### src/rtl/stopwatch_pkg.sv
// Shared definitions for the stopwatch family: state encoding and default
// time-field moduli used by both the up-counting and down-counting cores.
package stopwatch_pkg;

   localparam logic [1:0] ST_IDLE  = 2'd0;
   localparam logic [1:0] ST_RUN   = 2'd1;
   localparam logic [1:0] ST_PAUSE = 2'd2;
   localparam logic [1:0] ST_DONE  = 2'd3;

   localparam int DEF_MSEC_COUNT = 100;
   localparam int DEF_SEC_COUNT  = 60;
   localparam int DEF_MIN_COUNT  = 60;
   localparam int DEF_HOUR_COUNT = 24;

   typedef enum logic [1:0] {
      S_IDLE  = ST_IDLE,
      S_RUN   = ST_RUN,
      S_PAUSE = ST_PAUSE,
      S_DONE  = ST_DONE
   } state_e;

   function automatic int field_width(input int count);
      return (count <= 2) ? 1 : $clog2(count);
   endfunction

endpackage

### src/rtl/countdown_timer_if.sv
// Control pulses in, time fields and status out, between the button/tick
// front end (master) and the countdown timer core (slave).
interface countdown_timer_if
   import stopwatch_pkg::*;
#(
   parameter int MSEC_W = field_width(DEF_MSEC_COUNT),
   parameter int SEC_W  = field_width(DEF_SEC_COUNT),
   parameter int MIN_W  = field_width(DEF_MIN_COUNT),
   parameter int HOUR_W = field_width(DEF_HOUR_COUNT)
) ();

   logic              tick;
   logic              run_stop;
   logic              clear;
   logic              add_sec;
   logic              add_min;
   logic              add_hour;
   logic [MSEC_W-1:0] o_msec;
   logic [SEC_W-1:0]  o_sec;
   logic [MIN_W-1:0]  o_min;
   logic [HOUR_W-1:0] o_hour;
   logic              o_running;
   logic              o_done;
   logic              o_alarm;

   modport master (
      output tick, run_stop, clear, add_sec, add_min, add_hour,
      input  o_msec, o_sec, o_min, o_hour, o_running, o_done, o_alarm
   );

   modport slave (
      input  tick, run_stop, clear, add_sec, add_min, add_hour,
      output o_msec, o_sec, o_min, o_hour, o_running, o_done, o_alarm
   );

endinterface

### src/rtl/down_counter.sv
// One time field: wraps on add, borrows downward, and reports a borrow to
// the next field when it is at zero and is asked to go lower.
module down_counter #(
   parameter int COUNT     = 10,
   parameter int BIT_WIDTH = 4
) (
   input  logic                 clk,
   input  logic                 reset,
   input  logic                 borrow_in,
   input  logic                 clear,
   input  logic                 add,
   output logic [BIT_WIDTH-1:0] value,
   output logic                 borrow_out
);

   localparam logic [BIT_WIDTH-1:0] MAX_VAL = BIT_WIDTH'(COUNT - 1);
   localparam logic [BIT_WIDTH-1:0] ONE     = BIT_WIDTH'(1);

   logic [BIT_WIDTH-1:0] value_q;
   logic [BIT_WIDTH-1:0] value_d;

   always_comb begin
      value_d = value_q;
      if (clear) begin
         value_d = '0;
      end else if (add) begin
         value_d = (value_q == MAX_VAL) ? '0 : value_q + ONE;
      end else if (borrow_in) begin
         value_d = (value_q == '0) ? MAX_VAL : value_q - ONE;
      end
   end

   always_ff @(posedge clk or negedge reset) begin
      if (!reset) begin
         value_q <= '0;
      end else begin
         value_q <= value_d;
      end
   end

   assign value      = value_q;
   assign borrow_out = borrow_in & (value_q == '0);

endmodule

### src/rtl/countdown_timer.sv
// Countdown timer: four chained down_counter fields, the IDLE/RUN/PAUSE/DONE
// controller, zero detection and the registered done/alarm/running flags.
module countdown_timer
   import stopwatch_pkg::*;
#(
   parameter int MSEC_COUNT = DEF_MSEC_COUNT,
   parameter int SEC_COUNT  = DEF_SEC_COUNT,
   parameter int MIN_COUNT  = DEF_MIN_COUNT,
   parameter int HOUR_COUNT = DEF_HOUR_COUNT
) (
   input logic               clk,
   input logic               reset,
   countdown_timer_if.slave  bus
);

   localparam int MSEC_W = field_width(MSEC_COUNT);
   localparam int SEC_W  = field_width(SEC_COUNT);
   localparam int MIN_W  = field_width(MIN_COUNT);
   localparam int HOUR_W = field_width(HOUR_COUNT);

   logic [MSEC_W-1:0] msec_val;
   logic [SEC_W-1:0]  sec_val;
   logic [MIN_W-1:0]  min_val;
   logic [HOUR_W-1:0] hour_val;
   logic              msec_borrow;
   logic              sec_borrow;
   logic              min_borrow;
   logic              hour_borrow;

   state_e state_q, state_d;
   logic   done_q, done_d;
   logic   alarm_q, alarm_d;
   logic   running_q, running_d;

   logic upper_zero;
   logic zero_now;
   logic hit_zero;
   logic tick_en;
   logic add_en;
   logic field_clear;

   assign upper_zero = (sec_val == '0) && (min_val == '0) && (hour_val == '0);
   assign zero_now   = upper_zero && (msec_val == '0);
   assign tick_en    = bus.tick && (state_q == S_RUN);
   // This tick is the one that lands exactly on 00:00:00.00.
   assign hit_zero   = tick_en && upper_zero && (msec_val == MSEC_W'(1));
   assign add_en     = (state_q == S_IDLE) || (state_q == S_PAUSE);
   // A tick on an all-zero value would wrap to 23:59:59.99; pin at zero instead.
   assign field_clear = bus.clear || hour_borrow;

   down_counter #(.COUNT(MSEC_COUNT), .BIT_WIDTH(MSEC_W)) u_msec (
      .clk(clk), .reset(reset), .borrow_in(tick_en), .clear(field_clear),
      .add(1'b0), .value(msec_val), .borrow_out(msec_borrow)
   );

   down_counter #(.COUNT(SEC_COUNT), .BIT_WIDTH(SEC_W)) u_sec (
      .clk(clk), .reset(reset), .borrow_in(msec_borrow), .clear(field_clear),
      .add(add_en && bus.add_sec), .value(sec_val), .borrow_out(sec_borrow)
   );

   down_counter #(.COUNT(MIN_COUNT), .BIT_WIDTH(MIN_W)) u_min (
      .clk(clk), .reset(reset), .borrow_in(sec_borrow), .clear(field_clear),
      .add(add_en && bus.add_min), .value(min_val), .borrow_out(min_borrow)
   );

   down_counter #(.COUNT(HOUR_COUNT), .BIT_WIDTH(HOUR_W)) u_hour (
      .clk(clk), .reset(reset), .borrow_in(min_borrow), .clear(field_clear),
      .add(add_en && bus.add_hour), .value(hour_val), .borrow_out(hour_borrow)
   );

   always_comb begin
      state_d = state_q;
      done_d  = 1'b0;
      if (bus.clear) begin
         state_d = S_IDLE;
      end else begin
         case (state_q)
            S_IDLE: begin
               if (bus.run_stop && !zero_now) state_d = S_RUN;
            end
            S_RUN: begin
               if (hit_zero) begin
                  state_d = S_DONE;
                  done_d  = 1'b1;
               end else if (hour_borrow) begin
                  state_d = S_IDLE;
               end else if (bus.run_stop) begin
                  state_d = S_PAUSE;
               end
            end
            S_PAUSE: begin
               if (bus.run_stop) state_d = zero_now ? S_IDLE : S_RUN;
            end
            S_DONE: begin
               if (bus.run_stop) state_d = S_IDLE;
            end
            default: state_d = S_IDLE;
         endcase
      end
      alarm_d   = (state_d == S_DONE);
      running_d = (state_d == S_RUN);
   end

   always_ff @(posedge clk or negedge reset) begin
      if (!reset) begin
         state_q   <= S_IDLE;
         done_q    <= 1'b0;
         alarm_q   <= 1'b0;
         running_q <= 1'b0;
      end else begin
         state_q   <= state_d;
         done_q    <= done_d;
         alarm_q   <= alarm_d;
         running_q <= running_d;
      end
   end

   assign bus.o_msec    = msec_val;
   assign bus.o_sec     = sec_val;
   assign bus.o_min     = min_val;
   assign bus.o_hour    = hour_val;
   assign bus.o_running = running_q;
   assign bus.o_done    = done_q;
   assign bus.o_alarm   = alarm_q;

endmodule

### src/flat_wrapper.sv
// flat-port wrapper written by rule: the top's interface ports become plain ports
module countdown_timer_flat import stopwatch_pkg::*;
#(
   parameter int MSEC_COUNT = DEF_MSEC_COUNT,
   parameter int SEC_COUNT  = DEF_SEC_COUNT,
   parameter int MIN_COUNT  = DEF_MIN_COUNT,
   parameter int HOUR_COUNT = DEF_HOUR_COUNT
)
  (clk, reset, bus_tick, bus_run_stop, bus_clear, bus_add_sec, bus_add_min, bus_add_hour, bus_o_msec, bus_o_sec, bus_o_min, bus_o_hour, bus_o_running, bus_o_done, bus_o_alarm);
  countdown_timer_if bus_i ();
  input logic clk;
  input logic reset;
  input wire logic [$bits(bus_i.tick)-1:0] bus_tick;
  input wire logic [$bits(bus_i.run_stop)-1:0] bus_run_stop;
  input wire logic [$bits(bus_i.clear)-1:0] bus_clear;
  input wire logic [$bits(bus_i.add_sec)-1:0] bus_add_sec;
  input wire logic [$bits(bus_i.add_min)-1:0] bus_add_min;
  input wire logic [$bits(bus_i.add_hour)-1:0] bus_add_hour;
  output wire logic [$bits(bus_i.o_msec)-1:0] bus_o_msec;
  output wire logic [$bits(bus_i.o_sec)-1:0] bus_o_sec;
  output wire logic [$bits(bus_i.o_min)-1:0] bus_o_min;
  output wire logic [$bits(bus_i.o_hour)-1:0] bus_o_hour;
  output wire logic [$bits(bus_i.o_running)-1:0] bus_o_running;
  output wire logic [$bits(bus_i.o_done)-1:0] bus_o_done;
  output wire logic [$bits(bus_i.o_alarm)-1:0] bus_o_alarm;
  assign bus_i.tick = bus_tick;
  assign bus_i.run_stop = bus_run_stop;
  assign bus_i.clear = bus_clear;
  assign bus_i.add_sec = bus_add_sec;
  assign bus_i.add_min = bus_add_min;
  assign bus_i.add_hour = bus_add_hour;
  assign bus_o_msec = bus_i.o_msec;
  assign bus_o_sec = bus_i.o_sec;
  assign bus_o_min = bus_i.o_min;
  assign bus_o_hour = bus_i.o_hour;
  assign bus_o_running = bus_i.o_running;
  assign bus_o_done = bus_i.o_done;
  assign bus_o_alarm = bus_i.o_alarm;
  countdown_timer #(.MSEC_COUNT(MSEC_COUNT), .SEC_COUNT(SEC_COUNT), .MIN_COUNT(MIN_COUNT), .HOUR_COUNT(HOUR_COUNT)) u_core (.clk(clk), .reset(reset), .bus(bus_i));
endmodule
### config.mk
export PLATFORM = sky130hd
export DESIGN_NAME = countdown_timer_flat
export DESIGN_NICKNAME = d
export VERILOG_FILES = /design/src/rtl/stopwatch_pkg.sv /design/src/rtl/countdown_timer_if.sv /design/src/rtl/down_counter.sv /design/src/rtl/countdown_timer.sv /design/src/flat_wrapper.sv
export SDC_FILE = /design/constraint.sdc
export NUM_CORES = 1
export LEC_CHECK = 0
export CAP_MARGIN = 30
export CORE_UTILIZATION = 31
export CTS_BUF_LIST = sky130_fd_sc_hd__clkbuf_2 sky130_fd_sc_hd__clkbuf_4 sky130_fd_sc_hd__clkbuf_8
export CTS_CLUSTER_DIAMETER = 200
export DETAILED_ROUTE_END_ITERATION = 16
export PLACE_DENSITY = 0.6
export SYNTH_ARGS = -nofsm -noshare
export SYNTH_HDL_FRONTEND = slang
export SYNTH_HIERARCHICAL = 1
export SYNTH_SLANG_ARGS = --single-unit
### constraint.sdc
create_clock -name clk -period 3.35 [get_ports clk]
set_input_delay 1.005 -clock clk [delete_from_list [all_inputs] [get_ports clk]]
set_output_delay 1.005 -clock clk [all_outputs]
set_load 0.1 [all_outputs]
==> results_dict.tcl <==
set metrics [dict create \
    fin_nets 359 \
    dp_hpwl_um 4662 \
    crit_chain "clkdlybuf4s50_1 > and3b_2 > inv_1 > nor2_1 > and3_2 > and3_2 > nand2_1 > nor4_2 > nor3b_1 > mux2_2 > a31oi_2 > nor4b_2" \
    cpPeakStageDelay_ps 450 \
    cts_made_buffers 5 \
    syn_to_final_growth_pct 19.65 \
    cts.sinks 29 \
    criticalPathCategory "in -> reg" \
    period_needed_ps 3151 \
    ys_seq_elements 29 \
    ctsHoldBuffers 0 \
    cts_resized 0 \
    first_iter_violations 174 \
    grt_pass1_vias 2363 \
    whs_path_depth 1 \
    r2r-end "u_core/bus.o_running" \
    reg2reg_slack_ps 500 \
    gp_congestion 0.8629 \
    track_usage_pct 16.42 \
    final_max_slew_viol_count 0 \
    status "complete, no violations" \
    yosys_warnings 6 \
    drc 0 \
    crit_arrival_ps 3340 \
    worstMarginPinSlew_ps 755.3 \
    place_inst 435 \
    hp-start "u_core/u_sec/value[0]" \
    regToRegStartpoint "u_core/u_msec/value[3]" \
    clk_path_buf_depth 2 \
    drtPass1Iterations 5 \
    slew_headroom_pct 49.54 \
    post-place-ws_ps -106.8 \
    drtAntennaViolNets 0 \
    seq_area_frac_synth_pct 28.28 \
    peakVddDrop_uv 162.5 \
    wl_um 6743 \
    yosysTopAreaCell "dfrtp_1" \
    clk_pin_slew_ps 70 \
    synth_area_leaders "dfrtp_1 28%, ha_1 5.4%, a21oi_1 4.3%" \
    synth_area_mm2 0.002566 \
    post-route-period-util_pct 94.06 \
    clock_latency_ps 280 \
    hold_violations 0 \
    die_h_um 92.99 \
    viasPerCell 5.749 \
    post_cts_buffers 0 \
    grt_start_max_net_pins 30 \
    grt_pass1_wl_um 11540 \
    cts_tree "built" \
    setup-tns-final_ps 0 \
    wire_per_inst_um 15.22 \
    slowest_stage "clkdlybuf4s50_1" \
    grt_overflow 0 \
    yosysTopAreaCellShare_pct 28.28 \
    initial_core_util_pct 32.70 \
    fmax_mhz 317.4 \
    p_leak_nw 1.260 \
    min_path_type "reg -> reg" \
    fp.dieW_um 92.99 \
    ios 35 \
    r2r_cells 11 \
    cts-htree-levels 2 \
    syn_area_per_cell_um2 8.497 \
    setup.worst_path.end_class "register" \
    cp.required_ps 3540 \
    cts_root_buf "clkbuf_8" \
    grt_setup_unrepaired "false" \
    rows 32 \
    antenna_found_initial 0 \
    drive_above_1_share_pct 24.63 \
    path_delay_family "simple AND/OR/NAND/NOR gates" \
    crit_path_frequent_cell "and3_2" \
    fp.coreArea_mm2 0.007848 \
    cp_max_fo 3 \
    synth_flop_cell "dfrtp_1" \
    async_flop_share_pct 100.0 \
    drv_cap 0 \
    setup_viol 0 \
    powerDensity_mw_per_mm2 475.6 \
    die_area_mm2 0.008646 \
    vias 2547 \
    fill_cells 811 \
    synth-edff-count 0 \
    crit_path_start_kind "input port" \
    worst-path-buf-inv 2 \
    ys_types 64 \
    antennaDiodeCount 0 \
    postSynthCellCount 302 \
    final_cell_count_no_fill 443 \
    io_buffers 34 \
    holdPathEnd "u_core/u_sec/value[0]" \
    setup_ws_ps 199.0 \
    clock-skew-final_ps 7.549 \
]
==> cell usage in the layout, fill, tap and decap left out, drive strengths merged, types with 3 or more instances in the layout <==
cell / synthesis / final
nand3: 16 / 16
a211oi: 8 / 8
a31oi: 10 / 10
a211o: 5 / 5
inv: 16 / 16
nor2b: 9 / 9
nand2b: 5 / 5
or2: 5 / 5
clkbuf: 11 / 6
a21o: 6 / 6
nand4: 17 / 17
buf: 9 / 40
or4: 3 / 3
ha: 11 / 11
o21a: 3 / 3
a2111oi: 3 / 3
a311oi: 3 / 3
nand2: 9 / 9
and3b: 3 / 3
conb: 1 / 5
and3: 5 / 5
nor2: 24 / 24
o211ai: 3 / 3
o21ai: 10 / 10
nor4: 8 / 8
clkdlybuf4s50: 0 / 7
nor3: 10 / 10
dfrtp: 29 / 29
a21oi: 22 / 22
==> power breakdown <==
part	total [mW]	switching [mW]	internal, mW
sequential	0.474	0.0899	0.384
combinational	0.689	0.469	0.220
clock	0.297	0.145	0.152
==> Yosys cell counts, drive strengths merged (3+ instances only) <==
| library cell | instances |
|---|---|
| a31oi | 10 |
| o21ai | 10 |
| nand4 | 17 |
| nor2b | 9 |
| and3 | 5 |
| o211ai | 3 |
| nor3 | 10 |
| a2111oi | 3 |
| nand2b | 5 |
| dfrtp | 29 |
| ha | 11 |
| nand2 | 9 |
| nor4 | 8 |
| a211oi | 8 |
| a211o | 5 |
| nor2 | 24 |
| o21a | 3 |
| nand3 | 16 |
| a311oi | 3 |
| a21o | 6 |
| clkbuf | 11 |
| or2 | 5 |
| inv | 16 |
| and3b | 3 |
| a21oi | 22 |
| buf | 9 |
| or4 | 3 |
==> worst max path at each step <==
stage	start	cells past startpoint	slack, ps	endpoint
floorplan	bus_tick	13	30	u_core/bus.o_running
global placement	bus_tick	13	30	u_core/bus.o_alarm
detailed placement	bus_tick	12	-110	u_core/bus.o_running
CTS	bus_tick	12	190	u_core/bus.o_running
global route	bus_tick	12	20	u_core/bus.o_running
finish	bus_tick	12	200	u_core/bus.o_running
==> cell type report <==
class	count	area [um2]	area share [%]
Clock buffer	6	76.32	2.486
Clock inverter	2	10.01	0.3260
Inverter	16	60.06	1.956
Multi-Input combinational cell	241	1677	54.60
Sequential cell	29	737.0	24.00
Tap cell	102	127.6	4.156
Timing Repair Buffer	47	382.9	12.47
==> per-stage QoR <==
step	instance area [um2]	power, mW	util (%)	hold WS [ps]
3_5_place_dp	2984	1.168	38.03	578.2
3_3_place_gp	2984	1.163	38.03	571.2
6_report	3070	1.460	39.13	583.6
5_1_grt	3070	1.552	39.13	601.8
4_1_cts	3070	1.472	39.13	587.6
2_1_floorplan	2611	1.010	-	647.5
==> worst reg2reg max path: cells and delay by family, from the launching register on <==
family / cells / cell delay (ps)
flip-flops: 1 / 520
AO/OA/AOI/OAI: 1 / 180
multiplexers: 1 / 280
AND/OR/NAND/NOR: 9 / 1780
==> flip-flops by register name, summed over array words and instances (netlist names) <==
signal and cells:
u_core/u_msec/value 7, u_core/bus.o_done 1, u_core/bus.o_running 1, u_core/u_hour/value 5
u_core/bus.o_alarm 1, u_core/state_q 2, u_core/u_sec/value 6, u_core/u_min/value 6
==> layer usage <==
layer	up-vias	wire length, um	GRT usage (%)
li1	1227	-	-
met1	1217	3105	22.60
met2	95	3188	26.47
met3	8	341	2.276
met4	0	108	5.256
met5	-	0	0
==> cells by family (layout without fill, tap and decap cells) <==
| logic type | Yosys count | in the layout | share of synthesized area [%] |
|---|---|---|---|
| fa+ha+maj | 11 | 11 | 5.363 |
| xor+xnor | 4 | 4 | 1.365 |
| buf+inv | 36 | 71 | 7.508 |
| compound gates | 90 | 90 | 25.26 |
| mux | 2 | 2 | 0.8776 |
| simple gates | 129 | 129 | 31.20 |
| flops | 29 | 29 | 28.28 |
| other cells | 1 | 5 | 0.1461 |
Power figures use the tool's default switching activity.
